[src/rtl/mem_pkg.sv]
// Shared constants, state encoding and strobe helper for the RV64 memory stage.
package mem_pkg;

  localparam int XLEN = 64;

  localparam logic [6:0] OP_LOAD  = 7'b0000011;
  localparam logic [6:0] OP_STORE = 7'b0100011;

  localparam logic [1:0] SZ_B = 2'd0;
  localparam logic [1:0] SZ_H = 2'd1;
  localparam logic [1:0] SZ_W = 2'd2;
  localparam logic [1:0] SZ_D = 2'd3;

  typedef enum logic [0:0] {IDLE, BUSY} state_e;

  function automatic logic [7:0] size_mask(input logic [1:0] sz);
    logic [7:0] m;
    unique case (sz)
      SZ_B:    m = 8'h01;
      SZ_H:    m = 8'h03;
      SZ_W:    m = 8'h0F;
      default: m = 8'hFF;
    endcase
    return m;
  endfunction

endpackage

[src/rtl/mem_align.sv]
// Combinational alignment helpers: misalign check and store lanes for the incoming op,
// load shift/extend for the op currently in flight.
module mem_align
  import mem_pkg::*;
(
  input  logic [1:0]      req_size,
  input  logic [2:0]      req_addr_lo,
  input  logic [XLEN-1:0] req_sr2,
  output logic            req_misaligned,
  output logic [XLEN-1:0] req_wdata,
  output logic [7:0]      req_wstrb,
  input  logic [2:0]      rsp_funct3,
  input  logic [2:0]      rsp_addr_lo,
  input  logic [XLEN-1:0] rsp_rdata,
  output logic [XLEN-1:0] rsp_result
);

  logic [XLEN-1:0] ld_shift;
  logic            ld_signed;

  assign ld_shift  = rsp_rdata >> {rsp_addr_lo, 3'b000};
  assign ld_signed = ~rsp_funct3[2];

  always_comb begin
    unique case (req_size)
      SZ_B:    req_misaligned = 1'b0;
      SZ_H:    req_misaligned = req_addr_lo[0];
      SZ_W:    req_misaligned = |req_addr_lo[1:0];
      default: req_misaligned = |req_addr_lo;
    endcase
    req_wdata = req_sr2 << {req_addr_lo, 3'b000};
    req_wstrb = size_mask(req_size) << req_addr_lo;
  end

  always_comb begin
    unique case (rsp_funct3[1:0])
      SZ_B:    rsp_result = {{56{ld_signed & ld_shift[7]}}, ld_shift[7:0]};
      SZ_H:    rsp_result = {{48{ld_signed & ld_shift[15]}}, ld_shift[15:0]};
      SZ_W:    rsp_result = {{32{ld_signed & ld_shift[31]}}, ld_shift[31:0]};
      default: rsp_result = ld_shift;
    endcase
  end

endmodule

[src/rtl/memory_stage.sv]
// RV64 memory-access stage: single-outstanding data-memory FSM plus the writeback
// pipeline registers and load/store fault flags.
module memory_stage
  import mem_pkg::*;
(
  input  logic            CLK,
  input  logic            RESET,
  input  logic            MEM_V,
  input  logic [31:0]     MEM_IR,
  input  logic [XLEN-1:0] MEM_NPC,
  input  logic [XLEN-1:0] MEM_ALU_RESULT,
  input  logic [XLEN-1:0] MEM_SR2,
  input  logic            MEM_FLUSH,
  output logic            MEM_STALL,
  output logic            DMEM_REQ,
  output logic            DMEM_WE,
  output logic [XLEN-1:0] DMEM_ADDR,
  output logic [XLEN-1:0] DMEM_WDATA,
  output logic [7:0]      DMEM_WSTRB,
  input  logic            DMEM_READY,
  input  logic [XLEN-1:0] DMEM_RDATA,
  input  logic            DMEM_ERR,
  output logic            WB_V,
  output logic [31:0]     WB_IR,
  output logic [XLEN-1:0] WB_NPC,
  output logic [XLEN-1:0] WB_ALU_RESULT,
  output logic [XLEN-1:0] WB_MEM_RESULT,
  output logic            MEM_LAM,
  output logic            MEM_LAF,
  output logic            MEM_SAM,
  output logic            MEM_SAF
);

  state_e          state_q, state_d;
  logic            kill_q, kill_d;
  logic [31:0]     ir_q, ir_d;
  logic [XLEN-1:0] npc_q, npc_d;
  logic [XLEN-1:0] addr_q, addr_d;
  logic [XLEN-1:0] wdata_q, wdata_d;
  logic [7:0]      wstrb_q, wstrb_d;

  logic            wb_v_q, wb_v_d;
  logic [31:0]     wb_ir_q, wb_ir_d;
  logic [XLEN-1:0] wb_npc_q, wb_npc_d;
  logic [XLEN-1:0] wb_alu_q, wb_alu_d;
  logic [XLEN-1:0] wb_mem_q, wb_mem_d;
  logic            lam_q, lam_d, laf_q, laf_d, sam_q, sam_d, saf_q, saf_d;

  logic            in_load, in_store, in_mem, in_valid;
  logic            q_load, q_store;
  logic            misaligned, accept, killed;
  logic [XLEN-1:0] lane_wdata, load_result;
  logic [7:0]      lane_wstrb;

  assign in_load  = (MEM_IR[6:0] == OP_LOAD);
  assign in_store = (MEM_IR[6:0] == OP_STORE);
  assign in_mem   = in_load | in_store;
  assign in_valid = MEM_V & ~MEM_FLUSH;
  assign accept   = in_valid & in_mem & ~misaligned;
  assign q_load   = (ir_q[6:0] == OP_LOAD);
  assign q_store  = (ir_q[6:0] == OP_STORE);
  // A flush arriving in the completion cycle kills the result just like an earlier one.
  assign killed   = kill_q | MEM_FLUSH;

  mem_align u_align (
    .req_size       (MEM_IR[13:12]),
    .req_addr_lo    (MEM_ALU_RESULT[2:0]),
    .req_sr2        (MEM_SR2),
    .req_misaligned (misaligned),
    .req_wdata      (lane_wdata),
    .req_wstrb      (lane_wstrb),
    .rsp_funct3     (ir_q[14:12]),
    .rsp_addr_lo    (addr_q[2:0]),
    .rsp_rdata      (DMEM_RDATA),
    .rsp_result     (load_result)
  );

  assign MEM_STALL  = ((state_q == IDLE) && accept) || ((state_q == BUSY) && !DMEM_READY);
  assign DMEM_REQ   = (state_q == BUSY);
  assign DMEM_WE    = q_store;
  assign DMEM_ADDR  = {addr_q[XLEN-1:3], 3'b000};
  assign DMEM_WDATA = wdata_q;
  assign DMEM_WSTRB = wstrb_q;

  always_comb begin
    state_d  = state_q;
    kill_d   = kill_q;
    ir_d     = ir_q;
    npc_d    = npc_q;
    addr_d   = addr_q;
    wdata_d  = wdata_q;
    wstrb_d  = wstrb_q;
    wb_v_d   = wb_v_q;
    wb_ir_d  = wb_ir_q;
    wb_npc_d = wb_npc_q;
    wb_alu_d = wb_alu_q;
    wb_mem_d = wb_mem_q;
    lam_d    = lam_q;
    laf_d    = laf_q;
    sam_d    = sam_q;
    saf_d    = saf_q;

    unique case (state_q)
      IDLE: begin
        kill_d = 1'b0;
        lam_d  = 1'b0;
        laf_d  = 1'b0;
        sam_d  = 1'b0;
        saf_d  = 1'b0;
        if (accept) begin
          state_d = BUSY;
          ir_d    = MEM_IR;
          npc_d   = MEM_NPC;
          addr_d  = MEM_ALU_RESULT;
          wdata_d = lane_wdata;
          wstrb_d = lane_wstrb;
          wb_v_d  = 1'b0;
        end else begin
          // Pass-through: non-memory, idle, flushed or misaligned ops.
          wb_v_d   = in_valid;
          wb_ir_d  = MEM_IR;
          wb_npc_d = MEM_NPC;
          wb_alu_d = MEM_ALU_RESULT;
          wb_mem_d = '0;
          lam_d    = in_valid & in_load & misaligned;
          sam_d    = in_valid & in_store & misaligned;
        end
      end
      default: begin
        kill_d = killed;
        if (DMEM_READY) begin
          state_d  = IDLE;
          kill_d   = 1'b0;
          wb_v_d   = ~killed;
          wb_ir_d  = ir_q;
          wb_npc_d = npc_q;
          wb_alu_d = addr_q;
          wb_mem_d = (q_load && !DMEM_ERR) ? load_result : '0;
          lam_d    = 1'b0;
          sam_d    = 1'b0;
          laf_d    = ~killed & q_load & DMEM_ERR;
          saf_d    = ~killed & q_store & DMEM_ERR;
        end
      end
    endcase
  end

  always_ff @(posedge CLK) begin
    if (!RESET) begin
      state_q  <= IDLE;
      kill_q   <= 1'b0;
      ir_q     <= '0;
      npc_q    <= '0;
      addr_q   <= '0;
      wdata_q  <= '0;
      wstrb_q  <= '0;
      wb_v_q   <= 1'b0;
      wb_ir_q  <= '0;
      wb_npc_q <= '0;
      wb_alu_q <= '0;
      wb_mem_q <= '0;
      lam_q    <= 1'b0;
      laf_q    <= 1'b0;
      sam_q    <= 1'b0;
      saf_q    <= 1'b0;
    end else begin
      state_q  <= state_d;
      kill_q   <= kill_d;
      ir_q     <= ir_d;
      npc_q    <= npc_d;
      addr_q   <= addr_d;
      wdata_q  <= wdata_d;
      wstrb_q  <= wstrb_d;
      wb_v_q   <= wb_v_d;
      wb_ir_q  <= wb_ir_d;
      wb_npc_q <= wb_npc_d;
      wb_alu_q <= wb_alu_d;
      wb_mem_q <= wb_mem_d;
      lam_q    <= lam_d;
      laf_q    <= laf_d;
      sam_q    <= sam_d;
      saf_q    <= saf_d;
    end
  end

  assign WB_V          = wb_v_q;
  assign WB_IR         = wb_ir_q;
  assign WB_NPC        = wb_npc_q;
  assign WB_ALU_RESULT = wb_alu_q;
  assign WB_MEM_RESULT = wb_mem_q;
  assign MEM_LAM       = lam_q;
  assign MEM_LAF       = laf_q;
  assign MEM_SAM       = sam_q;
  assign MEM_SAF       = saf_q;

endmodule

[config.mk]
export PLATFORM = sky130hd
export DESIGN_NAME = memory_stage
export DESIGN_NICKNAME = d
export VERILOG_FILES = /design/src/rtl/mem_pkg.sv /design/src/rtl/mem_align.sv /design/src/rtl/memory_stage.sv
export SDC_FILE = /design/constraint.sdc
export NUM_CORES = 1
export LEC_CHECK = 0
export CAP_MARGIN = 20
export CORE_AREA = 2 2 257 259
export CTS_CLUSTER_DIAMETER = 50
export DETAILED_ROUTE_END_ITERATION = 16
export DIE_AREA = 0 0 259 261
export GPL_TIMING_DRIVEN = 0
export SLEW_MARGIN = 5
export SYNTH_ARGS = -nofsm -noshare
export SYNTH_HDL_FRONTEND = slang
export SYNTH_SLANG_ARGS = --single-unit
[constraint.sdc]
create_clock -name CLK -period 3.2 [get_ports CLK]
set_input_delay 0.64 -clock CLK [delete_from_list [all_inputs] [get_ports CLK]]
set_output_delay 0.64 -clock CLK [all_outputs]
set_load 0.02 [all_outputs]
==> results.md <==
* Worst Reg-to-Reg Cells at 5
* GR Util met2 at 0.4765
* Launch point of the worst reg-to-reg path: DMEM_REQ
* # rows at between 90 and 100
* Hold Path Origin: MEM_IR[12]
* Syn avg cell area at ~8.9 um2
* Initial DRT Pass Iterations at 5
* Hold Path Cell Cnt at 3
* Max-slew violations at 0
* Crit path top cell by count: buf_2
* R2R Path End: WB_IR[0]
* TritonCTS clock tree: done
* Die X at approximately 260 um
* Worst hold-check path type: in2reg
* Worst-path cell chain: clkdlybuf4s50_1 -> a21oi_1 -> o21ai_2 -> or2_1 -> buf_2 -> buf_6 -> nand2_1 -> buf_2
* Final Cell Area at between 30000 and 40000 um2
* Initial Util at 0.3314
* Critical Path Source Type: primary input
* Final period util at 0.9533
* EDFF count, synth at 0
* CTS sink cnt at ~460
* Die H at 261 um
* Global-route wire length before repair at 140600 um
* Met1 Use GR at 0.3395
* Kind of critical path: in2out
* Routed len/inst at between 20 and 25 um
* Total routed wirelength at a little under 100000 um
* # setup viols final at 0
* Fmax at approximately 0.33 GHz
* Register area share after synthesis at 0.4300
* Total number of vias at approximately 21000
* Fillcell total at around 6200
* Total core area at 65040 um2
* Maximum clock path buffer count at 3
* Max VDD drop at slightly below 0.3 mV
* Busiest grt layer: met2
* H-tree levels at 3
* CTS Buf Count at 68
* Clk network pwr share at 0.509
* Initial antenna violation count at 18
* Post-Synthesis Cells at between 2000 and 2500
* Clock-pin slew of the registers on the worst-case setup and hold paths at about 0.06 ns
* DP Area at ~30000 um2
* Critical path's slowest cell: clkdlybuf4s50_1
* DRC viols at 0
* Dominant cell type by area after synthesis: dfxtp_1
* Congestion Overflow GR at 0
* Layout cell share with drive strength beyond 1 at 0.1092
* Synth Flop Type: dfxtp_1
* Combinational fraction of design power at 0.103
* Slew HR at 0.2960
* Reg power frac at 0.389
* Worst Path Max Fanout at 19
* GRT Util Overall at 0.2812
* Vias in the first global route at roughly 21000
* Mapped Area at roughly 22000 um2
* P per Cell Area at 484.1 nW/um2
* Via-to-Cell Ratio at about 5.2
* I/O Buffers at about 650
* Max stage delay on crit path at approximately 0.48 ns
* Post-route minimum period at between 3 and 4 ns
* Detail Route Antenna Nets at 0
* Layout area overhead at 46.60%
* Post-CTS Hold Buffers at 0
* Top-area cell type share of the netlist area at 0.4300
* Asr flop ratio synth at 0
* Switching Fraction at 0.2501
* Final worst clock skew at ~0.021 ns
* Pleak at between 10 and 15 nW
* Top cells by count, synth: 590 x nand2_1, 463 x dfxtp_1, 266 x mux2i_1
* Nature of the critical path endpoint: output pin
* Hold Path Sink: ir_q[12]
* GR Util met3 at 0.06920
* I/O pin count at approximately 660
* Nets at 3429
* Largest net degree at the start of global routing at 20
* HPWL Detailed at between 70000 and 80000 um
* Placer Congestion at 0.9510
* Utilization after layout at 0.4858
* Clock latency at the later pin of the worst-skew pair at between 0.5 and 0.6 ns
* Final hold vios at 0
* Count leader, synth: nand2_1
* Yosys reg bits at approximately 460
* Flop2flop setup slack at between 0.4 and 0.5 ns
* Maxcap violations at 0
* WP data required at approximately 2.6 ns
* Internal Power at 11.47 mW
* DIE AREA at just under 70000 um2
* Worst-Margin Slew at between 1 and 1.5 ns
* Run status: complete, no violations
* Netlist cell types at 57
* Psw at roughly 3.8 mW
* Unrepaired setup endpoints after global routing: false
* Critical path data arrival time at ~2.4 ns
* Root Buffer: clkbuf_16
* Synth warn at 0
* First DRT Iteration DRCs at roughly 1500
* Synth top area cells: dfxtp_1 43%, mux2i_1 12%, nand2_1 10%
[stage by stage]
step / setup TNS (ns) / cells / total power, mW / hold slack (ns) / setup WS [ns]
2_1_floorplan: 0 / 2411 / 6.667 / 0.4431 / 0.6461
3_3_place_gp: -92.02 / 3928 / 7.609 / 0.4353 / -0.9616
3_5_place_dp: -102.63 / 3929 / 7.623 / 0.4421 / -0.9877
4_1_cts: 0 / 4052 / 15.43 / 0.3715 / 0.06185
5_1_grt: 0 / 4060 / 15.76 / 0.4129 / 0.06305
6_report: 0 / 4065 / 15.30 / 0.4107 / 0.1495
[logic make-up after synthesis]
kind of cell | count (synthesis) | share of synthesized area
buffers and inverters | 291 | 0.06949
muxes | 323 | 0.1779
DFF | 463 | 0.4300
other | 1 | 0.0001740
and+or+nand+nor | 781 | 0.1519
AOI/OAI and AO/OA | 550 | 0.1706
[layer usage]
metal,up-vias,share of wire
met3,172,0.072
li1,9788,-
met4,12,0.038
met1,10178,0.41
met2,851,0.48
met5,-,0.00082
[final cells by class]
class	instances	area, um2	share of cell area
well taps	864	1081	0.03421
clock buffers	87	1897	0.06003
plain buffers	267	1409	0.04459
inverters	23	86.33	0.002732
repair buffers	655	6566	0.2078
diodes	13	32.53	0.001030
clock inverters	36	450.4	0.01426
multi-input cells	1657	10810	0.3420
flip-flops and latches	463	9269	0.2934
[what timing repair did]
action                     4_1_cts  5_1_grt
setup endpoints to repair       10        8
buffers inserted                 1        0
resized for setup                4        5
pin swaps                        1        0
[flip-flops by register name (all words and copies together), names as in the netlist, 8 cells and up]
register / flops
npc_q: 64
DMEM_WDATA: 64
DMEM_WSTRB: 8
addr_q: 64
ir_q: 32
WB_IR: 32
WB_ALU_RESULT: 64
WB_MEM_RESULT: 64
WB_NPC: 64
[cells in the final DEF, fill, tap and decap left out, types with 13 or more instances in the layout]
cell type | Yosys | layout
dfxtp_1 | 463 | 463
mux2i_1 | 266 | 266
mux4_2 | 47 | 47
a21boi_0 | 174 | 174
nor2_1 | 45 | 45
nand4_1 | 13 | 13
nor2b_1 | 22 | 22
buf_2 | 83 | 84
o22ai_1 | 15 | 15
inv_1 | 22 | 22
o211a_1 | 16 | 16
clkbuf_16 | 0 | 71
buf_4 | 74 | 75
diode_2 | 0 | 13
clkbuf_1 | 100 | 108
a21oi_1 | 24 | 24
nor3b_1 | 19 | 18
nand2_1 | 590 | 590
clkdlybuf4s50_1 | 0 | 652
o2bb2ai_1 | 15 | 15
a22o_1 | 46 | 46
nand3_1 | 49 | 49
o21ai_0 | 218 | 218
[worst max-delay path by stage]
stage | startpoint | end | cells after the start
floorplan | MEM_ALU_RESULT[2] | MEM_STALL | 8
global placement | MEM_IR[1] | MEM_STALL | 9
detailed placement | MEM_IR[1] | MEM_STALL | 9
CTS | MEM_IR[13] | MEM_STALL | 8
global route | MEM_IR[2] | WB_NPC[31] | 9
finish | MEM_IR[13] | MEM_STALL | 8
[power by group through the flow]
| stage | Clock (mW) | Sequential [mW] | Combinational (mW) |
|---|---|---|---|
| 2_1_floorplan | 0 | 6.19 | 0.474 |
| 3_3_place_gp | 0 | 6.07 | 1.54 |
| 3_5_place_dp | 0 | 6.07 | 1.55 |
| 4_1_cts | 7.93 | 5.95 | 1.56 |
| 5_1_grt | 8.17 | 5.96 | 1.64 |
| 6_report | 7.78 | 5.95 | 1.57 |
[critical path, delay by kind of cell]
family | cells | cell delay [ns]
buf+inv | 4 | 1.01
compound gates | 2 | 0.43
simple gates | 2 | 0.33
(Power assumes the default switching activity.)
